[config.mk]
export PLATFORM = sky130hd
export DESIGN_NAME = dec_arbiter
export DESIGN_NICKNAME = d
export VERILOG_FILES = /design/src/rtl/dec_arbiter.sv
export SDC_FILE = /design/constraint.sdc
export NUM_CORES = 1
export LEC_CHECK = 0
export ABC_AREA = 0
export CAP_MARGIN = 40
export CELL_PAD_IN_SITES_DETAIL_PLACEMENT = 2
export CELL_PAD_IN_SITES_GLOBAL_PLACEMENT = 2
export CORE_MARGIN = 1
export CORE_UTILIZATION = 24
export CTS_CLUSTER_SIZE = 12
export DETAILED_ROUTE_END_ITERATION = 10
export PLACE_DENSITY_LB_ADDON = 0.2
export RECOVER_POWER = 100
export SLEW_MARGIN = 20
export SYNTH_ARGS = -nofsm -noshare
export SYNTH_HDL_FRONTEND = slang
export SYNTH_SLANG_ARGS = --single-unit
[constraint.sdc]
create_clock -name clk -period 3.26 [get_ports clk]
set_input_delay 0.489 -clock clk [delete_from_list [all_inputs] [get_ports clk]]
set_output_delay 0.489 -clock clk [all_outputs]
set_load 0.01 [all_outputs]
[src/rtl/dec_arbiter.sv]
// Round-robin arbiter sharing one 4-to-16 decoder among four requesters.
// Define DEC_ARBITER_CHECK_EN to enable the sticky one-hot decode check on err.
module dec_arbiter (
    input  logic        clk,
    input  logic        reset,
    input  logic [3:0]  req,
    input  logic [15:0] code,
    output logic [3:0]  gnt,
    output logic [3:0]  dec_w,
    output logic        dec_en,
    input  logic [0:15] dec_y,
    output logic [0:15] result,
    output logic        valid,
    output logic        busy,
    output logic        err
);

    typedef enum logic [1:0] {IDLE, GRANT, DONE} state_t;

    state_t      state_reg;
    logic [1:0]  ptr_reg;
    logic [1:0]  win_reg;
    logic [3:0]  gnt_reg;
    logic [3:0]  dec_w_reg;
    logic        dec_en_reg;
    logic        valid_reg;
    logic [0:15] result_reg;

    logic [3:0]  req_rot;
    logic [1:0]  win_offset;
    logic [1:0]  win_idx;
    logic        win_found;

    // req_rot[k] is the request of the requester k places after ptr.
    genvar gi;
    generate
        for (gi = 0; gi < 4; gi++) begin : g_rot
            assign req_rot[gi] = req[ptr_reg + 2'(gi)];
        end
    endgenerate

    always_comb begin
        win_offset = 2'd0;
        for (int k = 3; k >= 0; k--) begin
            if (req_rot[k]) begin
                win_offset = 2'(k);
            end
        end
        win_found = |req;
        win_idx   = ptr_reg + win_offset;
    end

    always_ff @(posedge clk) begin
        if (reset) begin
            state_reg  <= IDLE;
            ptr_reg    <= 2'd0;
            win_reg    <= 2'd0;
            gnt_reg    <= 4'd0;
            dec_w_reg  <= 4'd0;
            dec_en_reg <= 1'b0;
            valid_reg  <= 1'b0;
            result_reg <= '0;
        end else begin
            case (state_reg)
                IDLE: begin
                    if (win_found) begin
                        win_reg    <= win_idx;
                        gnt_reg    <= 4'b0001 << win_idx;
                        dec_w_reg  <= code[{win_idx, 2'b00} +: 4];
                        dec_en_reg <= 1'b1;
                        state_reg  <= GRANT;
                    end
                end
                GRANT: begin
                    result_reg <= dec_y;
                    dec_en_reg <= 1'b0;
                    valid_reg  <= 1'b1;
                    state_reg  <= DONE;
                end
                DONE: begin
                    valid_reg <= 1'b0;
                    gnt_reg   <= 4'd0;
                    ptr_reg   <= win_reg + 2'd1;
                    state_reg <= IDLE;
                end
                default: begin
                    state_reg <= IDLE;
                end
            endcase
        end
    end

    assign gnt    = gnt_reg;
    assign dec_w  = dec_w_reg;
    assign dec_en = dec_en_reg;
    assign result = result_reg;
    assign valid  = valid_reg;
    assign busy   = (state_reg != IDLE);

`ifdef DEC_ARBITER_CHECK_EN
    logic [0:15] onehot_ref;
    logic        err_reg;

    generate
        for (gi = 0; gi < 16; gi++) begin : g_ref
            assign onehot_ref[gi] = (dec_w_reg == 4'(gi));
        end
    endgenerate

    // Checked while result and dec_w still describe the finishing transaction.
    always_ff @(posedge clk) begin
        if (reset) begin
            err_reg <= 1'b0;
        end else if (state_reg == DONE && result_reg != onehot_ref) begin
            err_reg <= 1'b1;
        end
    end

    assign err = err_reg;
`else
    assign err = 1'b0;
`endif

endmodule

==> key figures <==
Status
  • Outcome: finished, violations left
  • Failing checks: DRC

Worst setup path
  • Crit path max fanout: 8
  • CP endpoint kind: flip-flop
  • Critical path data arrival time: 3.04 ns
  • Critical path startpoint: req[2]
  • Critical path, cell by cell: dlygate4sd3_1, or4_1, nand3_1, ha_1, xor2_1, or2_1, o22ai_1, mux2i_1, nand2_1
  • Worst r2r src: ptr_reg[0]
  • Crit-path slowest cell: dlygate4sd3_1
  • Worst Setup Start Kind: input pin
  • Worst r2r dst: dec_w[3]
  • Critical Path RT: 3.43 ns
  • Path depth of the worst reg2reg path: 10
  • Largest stage delay, worst path: 0.68 ns
  • R2R Setup Slk: 0.77 ns
  • Worst setup endpoint: dec_w[3]
  • Crit Path Category: input pin to flip-flop

Yosys
  • Mapped Cells: 180
  • Synthesized-area fraction occupied by and/or/nand/nor cells: 16.7%
  • Mapped Area: 1630 µm²
  • Sequential fraction of the synthesis area: 39.3%
  • Yosys warning count: 0
  • Number of synthesized flops with an enable pin: 0
  • Async set-reset flop share out of synthesis: 0%
  • Synth cell types: 33
  • Compound-Gate Fraction of Synth Area: 12.5%
  • Xor/xnor share of the synthesized area: 2.07%
  • Adder-Cell Fraction of Synth Area: 4.61%
  • Average cell area after synthesis: 9.05 µm²
  • Mux cell area share after synthesis: 18.4%
  • Syn Nets: 224
  • Largest family of logic cells by synthesized area: multiplexers
  • Post-synthesis register bit count: 32
  • Top FF cell, synth: dfxtp_1

Clock network
  • Post-CTS Setup Repair Bufs: 0
  • CTS tree: done
  • Clock Latency Late Sink: 0.28 ns
  • CTS H-tree depth: 2
  • Hold_buf cts: 0
  • Clock tree buffer depth: 2
  • # clock sinks: 32
  • Reg clk slew, reported paths: 0.07 ns
  • Clock root cell: clkbuf_8
  • TritonCTS buffer count: 5
  • Post-cts resize count: 0

Timing
  • Final Max Tran Viols: 0
  • Hold_ws: 0.446 ns
  • Setup_tns: 0 ns
  • Fmax: 349 MHz
  • Worst Clk Skew: 0.00458 ns
  • Worst-Margin Slew: 1.16 ns
  • Slew HR: 22.6%
  • Final worst-path cycle share: 87.9%
  • Tmin final: 2.87 ns
  • Final Setup Violations: 0
  • Fin. Hold Viols: 0
  • RSZ-0062 raised after global routing: false

Route
  • Wirelength, routed: 4.60 mm
  • Routed len/inst: 14.3 µm
  • Antenna viol nets, final: 0
  • Post-route DRC: 2
  • Vias per Instance: 4.69
  • Via count: 1507
  • First DRT Iteration DRCs: 41
  • Drt first pass iters: 6

Global routing
  • Total Routing Usage GR: 13.6%
  • First-pass GRT wire length: 7.68 mm
  • GR peak layer: met2
  • Met2 Resource Use GR: 24.2%
  • Initial antenna violation count: 0
  • Pin count of the biggest net entering global routing: 27
  • Met1 Resource Use GR: 16.5%
  • Vias in the first global route: 1578
  • GR Layer Usage met3: 2.46%
  • Total gr overflow: 0

Power and ir drop
  • Net Sw Frac: 30.9%
  • Seq pwr share: 41.8%
  • Clk pwr share: 27.2%
  • Comb power frac: 31.0%
  • Internal power: 0.763 mW
  • Lkg Pwr: 1.02 nW
  • Pwr dens: 459 nW/µm²
  • Switch Pwr: 0.342 mW
  • Peak VDD IR: 0.149 mV
  • Power, Total: 1.10 mW

Flow run
  • Max Cap Viol: 0

Placed design
  • IO Port Bufs: 64
  • Final GP Congestion: 0.693
  • DP HPWL: 3.67 mm

Final layout
  • Synth-to-layout area growth: 47.8%
  • Max reg flops: 16
  • Commonest non-fill, non-tap cell in the layout: nor2_1
  • Share of layout cells above drive strength 1: 6.97%
  • Most frequent cells in the layout: nor2_1 (36), clkdlybuf4s50_1 (35), dfxtp_1 (32)
  • NumNets Final: 287
  • ANT cells: 0

Floorplan
  • Chip height: 84.4 µm
  • Initial core utilization: 25.2%
  • FP Rows: 29
  • Die ar.: 7120 µm²
  • Ports: 66
  • Die width: 84.4 µm
  • Core ar.: 6460 µm²

Min path
  • Hold WC Path Type: flip-flop to flip-flop
cells in the mapped netlist (all sizes together) (2+ instances only):
cell type	n	share of area, %
o21ai	2	0.61
nand2	14	3.2
nor2	36	8.3
nand3	3	0.92
inv	5	1.2
a21oi	6	1.8
a211oi	3	1.4
dfxtp	32	39
o22ai	10	4.7
nand2b	4	1.7
clkbuf	4	0.92
mux2i	30	18
ha	6	4.6
buf	9	4.0
xnor2	2	1.5
nor3	3	0.92
metal layers:
layer,wire length (µm),up-vias
li1,-,746
met1,2060,723
met2,2350,31
met3,138,7
met4,61,0
met5,0,-
kinds of logic after synthesis:
kind of cell	Yosys count
simple gates	64
mux	30
other cells	1
flops	32
buf+inv	18
fa+ha+maj	6
compound gates	26
xor+xnor	3
critical path: cells and delay by family:
kind	cells	cell delay, ns
muxes	1	0.18
AOI/OAI and AO/OA	1	0.13
xor gates and xnor gates	1	0.28
buffers and inverters	1	0.68
and+or+nand+nor	4	1.09
adders and majority gates	1	0.18
metrics by stage:
| step | util (%) | std cells | cell area, µm² | setup slack [ns] |
|---|---|---|---|---|
| after floorplan | - | 180 | 1630 | 0.874 |
| after global placement | 35.9 | 312 | 2320 | 0.197 |
| after detailed placement | 36.1 | 313 | 2330 | 0.103 |
| after CTS | 37.4 | 321 | 2420 | 0.389 |
| after global routing | 37.3 | 321 | 2410 | 0.225 |
| final | 37.3 | 321 | 2410 | 0.394 |
worst min path at each step:
stage,from,end,cells after the start
final,dec_w[1],dec_w[1],2
after global routing,dec_w[1],dec_w[1],2
after CTS,dec_w[0],dec_w[0],2
after detailed placement,dec_w[0],dec_w[0],2
after global placement,dec_w[0],dec_w[0],2
after floorplan,dec_w[0],dec_w[0],2
power groups by stage:
stage | combinational [mW] | clock [mW] | sequential, mW
2_1_floorplan | 0.190 | 0 | 0.480
3_5_place_dp | 0.366 | 0 | 0.472
6_report | 0.343 | 0.300 | 0.462
3_3_place_gp | 0.353 | 0 | 0.471
5_1_grt | 0.376 | 0.329 | 0.468
4_1_cts | 0.367 | 0.311 | 0.464
cell type report:
cell class	count	area, µm²
Clock buffer	5	68.8
Fill cell	743	4050
Sequential cell	32	641
Timing Repair Buffer	69	682
Inverter	5	18.8
Tap cell	77	96.3
Clock inverter	3	18.8
Multi-Input combinational cell	130	882
No activity file was read; power rests on OpenSTA's default activity.
